$ cat src/rtl/uart_pkg.sv
// uart_pkg
//   Shared UART definitions: receiver state encoding, parity-mode constants
//   and small helpers. Also meant to be used by the future TX block.
package uart_pkg;

  typedef enum logic [2:0] {
    IDLE   = 3'd0,
    START  = 3'd1,
    DATA   = 3'd2,
    PARITY = 3'd3,
    STOP   = 3'd4
  } uart_rx_state_e;

  // Value XORed onto the data parity to obtain the parity bit on the wire.
  localparam logic UART_PARITY_EVEN = 1'b0;
  localparam logic UART_PARITY_ODD  = 1'b1;

  function automatic logic maj3(input logic a, input logic b, input logic c);
    return (a & b) | (a & c) | (b & c);
  endfunction

  // Expected parity bit for a word whose bits XOR to data_xor.
  function automatic logic uart_parity_expected(input logic data_xor, input logic odd);
    return data_xor ^ (odd ? UART_PARITY_ODD : UART_PARITY_EVEN);
  endfunction

endpackage

$ cat src/rtl/uart_rx_sampler.sv
// uart_rx_sampler
//   Two-flop synchroniser for the asynchronous rxd pad plus a 2-of-3 majority
//   voter over the samples taken at ticks MID-1, MID and MID+1 of each bit.
// Ports
//   clk, rst   clock, synchronous active-high reset
//   rxd        asynchronous serial input (idle high)
//   rx_en      oversample tick
//   tick_cnt   current tick position within the bit (from the FSM)
//   rxd_s      synchronised rxd
//   bit_val    majority value; valid on the tick where tick_cnt == MID+1
module uart_rx_sampler
  import uart_pkg::*;
#(
  parameter int OVERSAMPLE = 16,
  parameter int TICK_W     = $clog2(OVERSAMPLE)
) (
  input  logic              clk,
  input  logic              rst,
  input  logic              rxd,
  input  logic              rx_en,
  input  logic [TICK_W-1:0] tick_cnt,
  output logic              rxd_s,
  output logic              bit_val
);

  localparam int MID = OVERSAMPLE / 2;

  logic rxd_meta_q, rxd_meta_d;
  logic rxd_s_q,    rxd_s_d;
  logic samp_a_q,   samp_a_d;
  logic samp_b_q,   samp_b_d;

  always_comb begin
    rxd_meta_d = rxd;
    rxd_s_d    = rxd_meta_q;
    samp_a_d   = samp_a_q;
    samp_b_d   = samp_b_q;
    if (rx_en && (tick_cnt == TICK_W'(MID - 1))) samp_a_d = rxd_s_q;
    if (rx_en && (tick_cnt == TICK_W'(MID)))     samp_b_d = rxd_s_q;
  end

  always_ff @(posedge clk) begin
    if (rst) begin
      rxd_meta_q <= 1'b1;
      rxd_s_q    <= 1'b1;
      samp_a_q   <= 1'b1;
      samp_b_q   <= 1'b1;
    end else begin
      rxd_meta_q <= rxd_meta_d;
      rxd_s_q    <= rxd_s_d;
      samp_a_q   <= samp_a_d;
      samp_b_q   <= samp_b_d;
    end
  end

  assign rxd_s = rxd_s_q;
  // Third vote is the live synchronised value at tick MID+1.
  assign bit_val = maj3(samp_a_q, samp_b_q, rxd_s_q);

endmodule

$ cat src/rtl/uart_rx_oversampled.sv
// uart_rx_oversampled
//   UART receiver driven by an oversample tick. Detects start bits, votes each
//   bit at mid-bit, checks optional parity and the stop bit, and presents the
//   word through a one-entry valid/ready holding register.
// Ports
//   clk, rst    clock, synchronous active-high reset
//   rx_en       oversample tick (OVERSAMPLE per bit)
//   rxd         asynchronous serial input, idle high
//   rx_data     received word, stable while rx_valid
//   rx_valid    word available
//   rx_ready    consumer accepts when rx_valid && rx_ready
//   frame_err   stop bit sampled low (qualifies rx_data)
//   parity_err  parity mismatch (qualifies rx_data)
//   overrun     sticky: a completed frame was dropped; cleared on handshake
//   busy        FSM not idle
//
// state  | meaning
// -------+-----------------------------------------------------------
// IDLE   | waiting for a low line on a tick (only while armed)
// START  | validating start bit; high majority at mid-bit = glitch
// DATA   | shifting data bits in, LSB first
// PARITY | sampling the parity bit (PARITY_EN only)
// STOP   | stop bit decided at mid-bit, then straight back to IDLE
module uart_rx_oversampled
  import uart_pkg::*;
#(
  parameter int DATA_BITS  = 8,
  parameter int OVERSAMPLE = 16,
  parameter int PARITY_EN  = 0,
  parameter int PARITY_ODD = 0
) (
  input  logic                 clk,
  input  logic                 rst,
  input  logic                 rx_en,
  input  logic                 rxd,
  output logic [DATA_BITS-1:0] rx_data,
  output logic                 rx_valid,
  input  logic                 rx_ready,
  output logic                 frame_err,
  output logic                 parity_err,
  output logic                 overrun,
  output logic                 busy
);

  localparam int TICK_W = $clog2(OVERSAMPLE);
  localparam int BIT_W  = $clog2(DATA_BITS);
  localparam int MID    = OVERSAMPLE / 2;

  uart_rx_state_e       state_q, state_d;
  logic [TICK_W-1:0]    tick_cnt_q, tick_cnt_d;
  logic [BIT_W-1:0]     bit_cnt_q, bit_cnt_d;
  logic [DATA_BITS-1:0] shift_q, shift_d;
  logic                 perr_q, perr_d;
  logic                 armed_q, armed_d;
  logic [DATA_BITS-1:0] rx_data_q, rx_data_d;
  logic                 rx_valid_q, rx_valid_d;
  logic                 frame_err_q, frame_err_d;
  logic                 parity_err_q, parity_err_d;
  logic                 overrun_q, overrun_d;

  logic rxd_s;
  logic bit_val;
  logic tick_dec;
  logic tick_last;
  logic complete;
  logic stop_ferr;
  logic handshake;

  uart_rx_sampler #(
    .OVERSAMPLE (OVERSAMPLE),
    .TICK_W     (TICK_W)
  ) u_sampler (
    .clk      (clk),
    .rst      (rst),
    .rxd      (rxd),
    .rx_en    (rx_en),
    .tick_cnt (tick_cnt_q),
    .rxd_s    (rxd_s),
    .bit_val  (bit_val)
  );

  assign tick_dec  = (tick_cnt_q == TICK_W'(MID + 1));
  assign tick_last = (tick_cnt_q == TICK_W'(OVERSAMPLE - 1));
  assign handshake = rx_valid_q && rx_ready;

  // Receive FSM, counters and shift register.
  always_comb begin
    state_d    = state_q;
    tick_cnt_d = tick_cnt_q;
    bit_cnt_d  = bit_cnt_q;
    shift_d    = shift_q;
    perr_d     = perr_q;
    armed_d    = armed_q;
    complete   = 1'b0;
    stop_ferr  = 1'b0;

    unique case (state_q)
      IDLE: begin
        tick_cnt_d = '0;
        bit_cnt_d  = '0;
        // After a break the line must return high before a new start counts.
        if (!armed_q && rxd_s) armed_d = 1'b1;
        if (rx_en && armed_q && !rxd_s) begin
          state_d = START;
          perr_d  = 1'b0;
        end
      end
      START: begin
        if (rx_en) begin
          tick_cnt_d = tick_cnt_q + 1'b1;
          if (tick_dec && bit_val) begin
            state_d    = IDLE;
            tick_cnt_d = '0;
          end else if (tick_last) begin
            state_d    = DATA;
            tick_cnt_d = '0;
            bit_cnt_d  = '0;
          end
        end
      end
      DATA: begin
        if (rx_en) begin
          tick_cnt_d = tick_cnt_q + 1'b1;
          if (tick_dec) shift_d[bit_cnt_q] = bit_val;
          if (tick_last) begin
            tick_cnt_d = '0;
            if (bit_cnt_q == BIT_W'(DATA_BITS - 1)) begin
              bit_cnt_d = '0;
              state_d   = (PARITY_EN != 0) ? PARITY : STOP;
            end else begin
              bit_cnt_d = bit_cnt_q + 1'b1;
            end
          end
        end
      end
      PARITY: begin
        if (rx_en) begin
          tick_cnt_d = tick_cnt_q + 1'b1;
          if (tick_dec)
            perr_d = (bit_val != uart_parity_expected(^shift_q, PARITY_ODD != 0));
          if (tick_last) begin
            state_d    = STOP;
            tick_cnt_d = '0;
          end
        end
      end
      STOP: begin
        if (rx_en) begin
          tick_cnt_d = tick_cnt_q + 1'b1;
          // Decide at mid-bit so a back-to-back start edge is not missed.
          if (tick_dec) begin
            complete   = 1'b1;
            stop_ferr  = !bit_val;
            state_d    = IDLE;
            tick_cnt_d = '0;
            if (!bit_val && (shift_q == '0)) armed_d = 1'b0;
          end
        end
      end
      default: begin
        state_d    = IDLE;
        tick_cnt_d = '0;
        bit_cnt_d  = '0;
      end
    endcase
  end

  // Output holding register and overrun tracking.
  always_comb begin
    rx_data_d    = rx_data_q;
    rx_valid_d   = rx_valid_q;
    frame_err_d  = frame_err_q;
    parity_err_d = parity_err_q;
    overrun_d    = overrun_q;

    if (complete) begin
      if (!rx_valid_q || rx_ready) begin
        rx_data_d    = shift_q;
        frame_err_d  = stop_ferr;
        parity_err_d = (PARITY_EN != 0) ? perr_q : 1'b0;
        rx_valid_d   = 1'b1;
        if (handshake) overrun_d = 1'b0;
      end else begin
        overrun_d = 1'b1;
      end
    end else if (handshake) begin
      rx_valid_d = 1'b0;
      overrun_d  = 1'b0;
    end
  end

  always_ff @(posedge clk) begin
    if (rst) begin
      state_q      <= IDLE;
      tick_cnt_q   <= '0;
      bit_cnt_q    <= '0;
      shift_q      <= '0;
      perr_q       <= 1'b0;
      armed_q      <= 1'b1;
      rx_data_q    <= '0;
      rx_valid_q   <= 1'b0;
      frame_err_q  <= 1'b0;
      parity_err_q <= 1'b0;
      overrun_q    <= 1'b0;
    end else begin
      state_q      <= state_d;
      tick_cnt_q   <= tick_cnt_d;
      bit_cnt_q    <= bit_cnt_d;
      shift_q      <= shift_d;
      perr_q       <= perr_d;
      armed_q      <= armed_d;
      rx_data_q    <= rx_data_d;
      rx_valid_q   <= rx_valid_d;
      frame_err_q  <= frame_err_d;
      parity_err_q <= parity_err_d;
      overrun_q    <= overrun_d;
    end
  end

  assign rx_data    = rx_data_q;
  assign rx_valid   = rx_valid_q;
  assign frame_err  = frame_err_q;
  assign parity_err = parity_err_q;
  assign overrun    = overrun_q;
  assign busy       = (state_q != IDLE);

endmodule

$ cat config.mk
export PLATFORM = sky130hd
export DESIGN_NAME = uart_rx_oversampled
export DESIGN_NICKNAME = d
export VERILOG_FILES = /design/src/rtl/uart_pkg.sv /design/src/rtl/uart_rx_sampler.sv /design/src/rtl/uart_rx_oversampled.sv
export SDC_FILE = /design/constraint.sdc
export NUM_CORES = 1
export LEC_CHECK = 0
export BUFFER_PORTS_ARGS = -buffer_cell sky130_fd_sc_hd__buf_2
export CORE_ASPECT_RATIO = 1.4
export CORE_UTILIZATION = 40
export DETAILED_ROUTE_END_ITERATION = 10
export PLACE_DENSITY = 0.68
export SLEW_MARGIN = 10
export SYNTH_ARGS = -nofsm -noshare
export SYNTH_HDL_FRONTEND = slang
export SYNTH_HIERARCHICAL = 1
export SYNTH_SLANG_ARGS = --single-unit
$ cat constraint.sdc
create_clock -name clk -period 3 [get_ports clk]
set_input_delay 0.3 -clock clk [delete_from_list [all_inputs] [get_ports clk]]
set_output_delay 0.3 -clock clk [all_outputs]
set_load 0.05 [all_outputs]
# --- Yosys cells after proc, flatten, opt, wreduce, memory -nomap -nowiden ---
# Index checks and enable logic that the tools add are counted.
word_totals:
  ff_bits: 34
  inputBits: 5
  out_inout_bits: 13
  word_cells: 122
classes:
  add_sub_neg: 2
  n_lt_le_gt_ge: 2
  n_eq_ne: 25
  n_mux: 46
  bitwise: 6
  reduce_logical: 28
ops:
  columns: ["op", "n"]
  rows:
  - ["$mux 3", 17]
  - ["$ne 2x2->1 const B", 13]
  - ["$mux 4", 6]
  - ["$mux 1", 17]
  - ["$pmux 3 s5", 1]
  - ["$eq 4x4->1 const B", 3]
  - ["$pmux 4 s3", 1]
  - ["$reduce_and 10->1", 1]
  - ["$logic_and 1x1->1", 9]
  - ["$pmux 3 s3", 1]
  - ["$bwmux 8", 1]
  - ["$logic_not 8->1", 1]
  - ["$eq 3x2->1 const B", 2]
  - ["$eq 3x3->1 const B", 2]
  - ["$reduce_and 3->1", 2]
  - ["$reduce_and 6->1", 1]
  - ["$reduce_and 5->1", 1]
  - ["$add 4x1->4 const B", 1]
  - ["$eq 4x3->1 const B", 1]
  - ["$logic_not 1->1", 4]
  - ["$lt 3x4->1 const B", 1]
  - ["$ne 2x1->1 const B", 2]
  - ["$reduce_and 2->1", 2]
  - ["$reduce_bool 2->1", 2]
  - ["13 further kinds", 17]

# --- Logic depth before layout (Yosys ltp) ---
# Gate-level depths: netlist of the first run.
depth:
  word_depth: 9
  mapped_depth: 7
  ltp_nobuf: 6

# --- By module ---
# The synthesis of the first run kept the hierarchy.
modules_own_cells:
  columns: ["module", "instances", "cells_each", "area_each_um2", "seq_area_each_um2"]
  rows:
  - ["uart_rx_oversampled", 1, 172, 1572.8, 600.6]
  - ["uart_rx_sampler", 1, 16, 165.2, 80.1]

# --- Worst setup path after synthesis of the first run ---
# OpenSTA, ideal clock, no wires.
synth_path:
  path_type: "reg-to-reg"
  startpoint: "register tick_cnt_q[0]"
  endpoint: "register rx_data_q[4], in the netlist rx_data[4]"
  setup_ns: 0.128
  t_arrival_ns: 1.500
  t_required_ns: 2.872
  slack_ns: 1.372
  stages_incl_launch_ff: 7
  path_buffers: 1
  period_less_slack_ns: 1.628
  cell_sequence: "dfxtp_1 ha_1 nand4b_1 nor3_4 buf_6 mux2i_1 nor2_1"
synth_via:
  elab_chain_cells: 5
synth_lines:
  columns: ["item", "line", "text"]
  rows:
  - ["start: declaration", "uart_rx_oversampled.sv:50", "logic [TICK_W-1:0] tick_cnt_q, tick_cnt_d;"]
  - ["start signal: assignment", "uart_rx_oversampled.sv:207", "tick_cnt_q <= tick_cnt_d;"]
  - ["$eq 4x4->1", "uart_rx_oversampled.sv:82", "assign tick_dec = (tick_cnt_q == TICK_W'(MID + 1));"]
  - ["$mux 1", "uart_rx_oversampled.sv:151", "if (tick_dec) begin"]
  - ["$mux 1", "uart_rx_oversampled.sv:148", "if (rx_en) begin"]
  - ["$mux 1", "uart_rx_oversampled.sv:97", "unique case (state_q)"]
  - ["$reduce_and 2->1 (no source line)", null, null]
  - ["end signal: assignment", "uart_rx_oversampled.sv:212", "rx_data_q <= rx_data_d;"]
  - ["end: declaration", "uart_rx_oversampled.sv:55", "logic [DATA_BITS-1:0] rx_data_q, rx_data_d;"]
# Every way passes these cells.
# A chain may end at the register's enable or synchronous reset.

# --- Final worst setup path of the first run ---
layout_path:
  startpoint: "register state_q[2]"
  endpoint: "register rx_data_q[6], in the netlist rx_data[6]"
layout_via:
  elab_chain_cells: 3
layout_lines:
  columns: ["item", "line", "text"]
  rows:
  - ["start: declaration", "uart_rx_oversampled.sv:49", "uart_rx_state_e state_q, state_d;"]
  - ["start signal: assignment", "uart_rx_oversampled.sv:206", "state_q <= state_d;"]
  - ["$eq 3x3->1", "uart_rx_oversampled.sv:97", null]
  - ["$mux 1", "uart_rx_oversampled.sv:97", null]
  - ["$reduce_and 2->1 (no source line)", null, null]
# Every way passes these cells.

==> run_results.csv, run 1 <==
group,metric,value,unit
status,status,"complete, no violations",
worst_setup_path,cp-end-kind,"flop",
worst_setup_path,critPathSlowestCell,"dfxtp_1",
cts,cts_setup_buffers,0,
cts,htree_levels,2,
grt,grt_max_degree,36,
detailed_routing,dr.pass1.iters,4,
cts,cts_inserted_buffers,5,
sta,tns,0,ns
place,place_congestion,0.835,
worst_setup_path,crit_chain,"or3b_1, nor3_4, mux2i_1, nor2_1",
cts,cts.clk_slew.worst_paths,0.07,ns
worst_setup_path,critical_path_class,"reg -> reg",
floorplan,rows,28,
cts,cts.path.max_buffers,2,
finish,antenna_cells,0,
power,ir_worst_vdd,0.294,mV
detailed_routing,drtIter0Drc,42,
sta,timing.final.crit_period,2.13,ns
floorplan,dieHeight,80.0,um
yosys,yosys_most_used_dff,"dfxtp_1",
power,p_leak,0.787,nW
run,maxCapViolCount,0,
yosys,synth_cells,188,
sta,period_share,71.1,%
worst_setup_path,crit_arrival,2.29,ns
power,fin_total_pwr,0.000930,W
place,io_buffers,16,
detailed_routing,routedWlPerCell,14.1,um
yosys,yosysTopAreaCell,"dfxtp_1",
yosys,ys_ff_latch,34,
worst_setup_path,rr_startpoint,"state_q[2]",
cts,cts_resized,0,
sta,setup_violations,0,
sta,maxSlewHeadroom,60.1,%
floorplan,start_util,41.3,%
floorplan,num_io_pins,18,
grt,grt_pass1_wl,5750,um
grt,antenna_found_initial,0,
worst_setup_path,path_max_fanout,17,
yosys,yosysWarnings,6,
finish,syn2layout_area_growth,9.65,%
grt,grt_pass1_vias,1243,
worst_setup_path,worst_ep_required_time,3.16,ns
yosys,synthMostInstantiatedCell,"dfxtp_1",
cts,hold_buffers,0,
finish,nNetsFinal,206,
cts,clkSinkCount,34,
yosys,yosys.cell_types.count,46,
cts,clk_latency,0.28,ns
yosys,synth_edf_count,0,
floorplan,die_w,57.7,um
place,dp_hpwl,2350,um
sta,slew_violations,0,
worst_setup_path,startpoint_type,"flop",
floorplan,coreArea,4200,sq um
floorplan,die-area,4620,sq um
finish,drive_gt1_share,16.2,%
yosys,ys_seq_area_share,39.2,%
grt,gr-usage-all-layers,16.5,%
sta,fmax,0.469,GHz
sta,fin_worst_skew,0.00309,ns
yosys,syn_nets,197,
cts,cts_tree,"done",
sta,finalHoldViolCount,0,
yosys,netlist_area,1740,sq um
yosys,synth_top_area_share,39.2,%
worst_hold_path,hold_start,"rxd",
detailed_routing,wirelength,3420,um
worst_setup_path,startpoint,"state_q[2]",
detailed_routing,drt-vias-per-instance,5.61,
cts,root_buffer,"clkbuf_8",
detailed_routing,route.detailed.drc,0,
yosys,async_flop_share,0,%
worst_setup_path,crit_path_max_incr_delay,0.65,ns
yosys,synth.avg_cell_area,9.24,sq um
worst_hold_path,worstHoldPathType,"in -> reg",
detailed_routing,final_antenna_net_count,0,
sta,rsz0062_at_grt,"false",
detailed_routing,num_vias,1363,
yosys,synth_common_cells,"dfxtp_1 (34), nor2_1 (26), mux2i_1 (21)",
power,pwr_density_cell,488,nW/um^2
yosys,synthTopCellsByArea,"dfxtp_1 (39%), mux2i_1 (12%), nor2_1 (5.6%)",
sta,worstMarginPinSlew,0.596,ns
grt,gr-total-overflow,0,
## critical path: cells and delay by family, from the launching register on
| kind | cells | cell delay, ns |
|---|---|---|
| DFF | 1 | 0.65 |
| and+or+nand+nor | 3 | 1.09 |
| muxes | 1 | 0.26 |
## flip-flops by register name, indices dropped and copies added, names as in the netlist
name,flops
armed_q,1
bit_cnt_q,3
frame_err,1
overrun,1
rx_data,8
rx_valid,1
shift_q,8
state_q,3
tick_cnt_q,4
u_sampler/rxd_meta_q,1
u_sampler/rxd_s,1
u_sampler/samp_a_q,1
u_sampler/samp_b_q,1
## cell type report
type	instances	area, sq um
Sequential cell	34	681
Timing Repair Buffer	16	80.1
Tap cell	45	56.3
Clock buffer	6	72.6
Clock inverter	2	37.5
Inverter	8	30.0
Fill cell	439	2300
Multi-Input combinational cell	132	948
## cell families after synthesis
| group | count (synthesis) | share of synthesized area, % |
|---|---|---|
| buffers and inverters | 22 | 6.26 |
| AOI/OAI and AO/OA | 26 | 10.9 |
| muxes | 21 | 12.1 |
| DFF | 34 | 39.2 |
| and+or+nand+nor | 75 | 25.8 |
| xor gates and xnor gates | 3 | 1.51 |
| other | 1 | 0.216 |
| adders and majority gates | 6 | 4.03 |
## final timing paths
path | endpoint | slack [ns] | cells after the start
worst max-delay path | rx_data[6] | 0.87 | 4
worst min-delay path | u_sampler/rxd_meta_q | 0.20 | 2
worst max register to register | rx_data[6] | 0.87 | 4
worst min register to register | u_sampler/rxd_s | 0.41 | 1
## layout by cell type, fill, tap and decap left out, types with 2 or more instances in the layout
cell       instances
a211oi_1           2
a21oi_1            6
a311oi_1           3
buf_2             16
clkbuf_8           5
dfxtp_1           34
ha_1               4
inv_1              8
maj3_1             2
mux2i_1           21
nand2_1            4
nand2b_1           5
nand4_1            7
nand4b_1           5
nor2_1            26
nor2b_1            4
nor3_1             8
nor3b_2            2
nor4b_2            2
o2111ai_1          2
o31ai_1            3
or2_2              2
or3b_1             2
xnor2_1            2
## report_power, final
group | internal (W) | switching (W)
logic | 0.0000173 | 0.0000360
clock network | 0.000248 | 0.000167
registers | 0.000455 | 0.00000685
## metal layers
| metal | routed length, um | vias up | global-route usage (%) |
|---|---|---|---|
| li1 | - | 692 | - |
| met1 | 1510 | 648 | 18.0 |
| met2 | 1750 | 17 | 28.7 |
| met3 | 97 | 6 | 4.38 |
| met4 | 70 | 0 | 8.57 |
| met5 | 0 | - | 0 |
## per-stage QoR
step	cells	cell area, sq um	hold WS [ns]	util, %	setup slack [ns]
floorplan	188	1740	0.389	-	1.37
global placement	235	1800	0.394	42.7	0.901
detailed placement	235	1800	0.398	42.7	0.863
CTS	243	1910	0.199	45.3	0.857
global route	243	1910	0.199	45.3	0.723
finish	243	1910	0.201	45.3	0.868
No activity file was read; power rests on OpenSTA's default activity.
==> inputs of run 2 (changes only) <==
- ABC_AREA: default -> 1
- clock period: 3 -> 2.24 ns (I/O delays scaled with it)
==> run 2 against run 1 <==
  * Wire length up 11%
  * Worst setup slack got worse by 0.39 ns
  * Critical path depth up 4
  * Cell area up 6.6%
  * Non-clock buffer count up 1
  * First-iteration DRC count rose by 57%
  * Clock skew is 0.0038 ns higher
  * Sequential cell count unchanged
  * Sequential power up 57%
  * Highest routed layer unchanged
==> run_results.csv, run 2 <==
group,metric,value,unit
status,status,"complete, no violations",
cts,htree_levels,2,
detailed_routing,final_antenna_net_count,0,
worst_setup_path,rr_startpoint,"u_sampler/rxd_s",
detailed_routing,drt-vias-per-instance,4.74,
worst_hold_path,hold_start,"rxd",
sta,finalHoldViolCount,0,
floorplan,die-area,4790,sq um
grt,grt_pass1_vias,1378,
yosys,synth.avg_cell_area,6.82,sq um
power,ir_worst_vdd,0.487,mV
grt,antenna_found_initial,0,
detailed_routing,num_vias,1636,
sta,fin_worst_skew,0.00690,ns
finish,fin_area,2030,sq um
worst_setup_path,path_max_fanout,11,
cts,clkSinkCount,34,
yosys,synth_cells,265,
yosys,synth_edf_count,0,
detailed_routing,wirelength,3790,um
yosys,ys_seq_area_share,37.7,%
finish,syn2layout_area_growth,12.5,%
floorplan,start_util,42.3,%
run,maxCapViolCount,0,
yosys,synthTopCellsByArea,"dfxtp_1 (38%), nand2_1 (11%), nor2_1 (10%)",
worst_hold_path,worstHoldPathType,"in -> reg",
yosys,ys_ff_latch,34,
finish,nNetsFinal,293,
cts,cts.path.max_buffers,2,
worst_setup_path,critical_path_class,"reg -> reg",
place,place_congestion,0.868,
sta,tns,0,ns
cts,cts_setup_buffers,0,
grt,grt_pass1_wl,6110,um
yosys,yosys.cell_types.count,31,
yosys,yosysTopAreaCell,"dfxtp_1",
cts,clk_latency,0.29,ns
worst_setup_path,startpoint,"u_sampler/rxd_s",
detailed_routing,route.detailed.drc,0,
power,p_leak,0.937,nW
worst_setup_path,startpoint_type,"flop",
cts,root_buffer,"clkbuf_8",
floorplan,die_w,58.8,um
sta,period_share,78.9,%
finish,mostFrequentLayoutCells,"nand2_1 (53), nor2_1 (48), dfxtp_1 (34)",
sta,slew_violations,0,
grt,grt_max_degree,24,
worst_setup_path,worst_ep_required_time,2.42,ns
detailed_routing,dr.pass1.iters,4,
worst_setup_path,crit_arrival,1.95,ns
yosys,syn_nets,274,
finish,drive_gt1_share,16.5,%
sta,setup_violations,0,
yosys,synth_common_cells,"nand2_1 (53), nor2_1 (48), dfxtp_1 (34)",
cts,cts_resized,0,
cts,hold_buffers,0,
cts,cts_inserted_buffers,5,
floorplan,coreArea,4270,sq um
yosys,synth_top_area_share,37.7,%
place,dpl_cell_area,1940,sq um
yosys,netlist_area,1810,sq um
sta,timing.final.crit_period,1.77,ns
worst_setup_path,cp-end-kind,"flop",
power,pwr_density_cell,1050,nW/um^2
place,io_buffers,16,
sta,fmax,0.566,GHz
place,dp_hpwl,2800,um
finish,antenna_cells,0,
floorplan,num_io_pins,18,
grt,gr-usage-all-layers,16.9,%
cts,cts_tree,"done",
sta,whs,0.136,ns
yosys,yosysWarnings,6,
detailed_routing,routedWlPerCell,11.0,um
yosys,yosys_most_used_dff,"dfxtp_1",
finish,post-route-util,47.5,%
floorplan,dieHeight,81.5,um
finish,final_common_cell,"nand2_1",
yosys,async_flop_share,0,%
detailed_routing,drtIter0Drc,66,
grt,gr-total-overflow,0,
floorplan,rows,28,
sta,worstMarginPinSlew,0.650,ns
yosys,synthMostInstantiatedCell,"nand2_1",
sta,maxSlewHeadroom,56.6,%
cts,cts.clk_slew.worst_paths,0.07,ns
sta,rsz0062_at_grt,"false",
[run 2: cells by family after synthesis]
logic type / count (synthesis) / synth area share [%]
AND/OR/NAND/NOR: 152 / 39.1
buffers and inverters: 36 / 8.31
adder cells (fa/ha/maj): 5 / 3.32
flip-flops: 34 / 37.7
other: 1 / 0.208
AO/OA/AOI/OAI: 37 / 11.4
[run 2: area by class of cell]
class                           instances  area [sq um]
Clock buffer                            6          82.6
Tap cell                               60          75.1
Fill cell                             464          2240
Timing Repair Buffer                   17          87.6
Inverter                               31           118
Clock inverter                          2          12.5
Sequential cell                        34           681
Multi-Input combinational cell        195           976
[run 2: report_power, final]
part	switching, W	internal (W)
sequential	0.0000720	0.000654
clock	0.000233	0.000247
combinational	0.000646	0.000273
[run 2: worst paths after layout]
path | end | slack, ns | depth (start not counted)
max reg2reg | tick_cnt_q[1] | 0.47 | 8
min | u_sampler/rxd_meta_q | 0.14 | 2
max | tick_cnt_q[1] | 0.47 | 8
min reg2reg | u_sampler/rxd_s | 0.41 | 1
[run 2: layer usage]
| layer | wire length (um) | track usage (%) | part of all wire, % |
|---|---|---|---|
| met5 | 0 | 0 | 0 |
| met4 | 69 | 7.14 | 1.8 |
| met3 | 128 | 3.78 | 3.4 |
| met2 | 1860 | 29.0 | 49 |
| met1 | 1730 | 19.9 | 46 |
[run 2: stage by stage]
step	setup slack [ns]	total power, W	instances
floorplan	0.786	0.00147	265
global placement	0.471	0.00165	337
global route	0.269	0.00228	345
CTS	0.437	0.00214	345
finish	0.473	0.00212	345
detailed placement	0.459	0.00165	337
[run 2: worst max-delay path, stage by stage (launching register included)]
cell and delay, ns:
dfxtp_1 0.40, maj3_1 0.49, nand4_1 0.19, nand2_1 0.16
nand2_1 0.08, nand2_2 0.13, nand2_1 0.10, nand2_1 0.07
a21oi_1 0.05
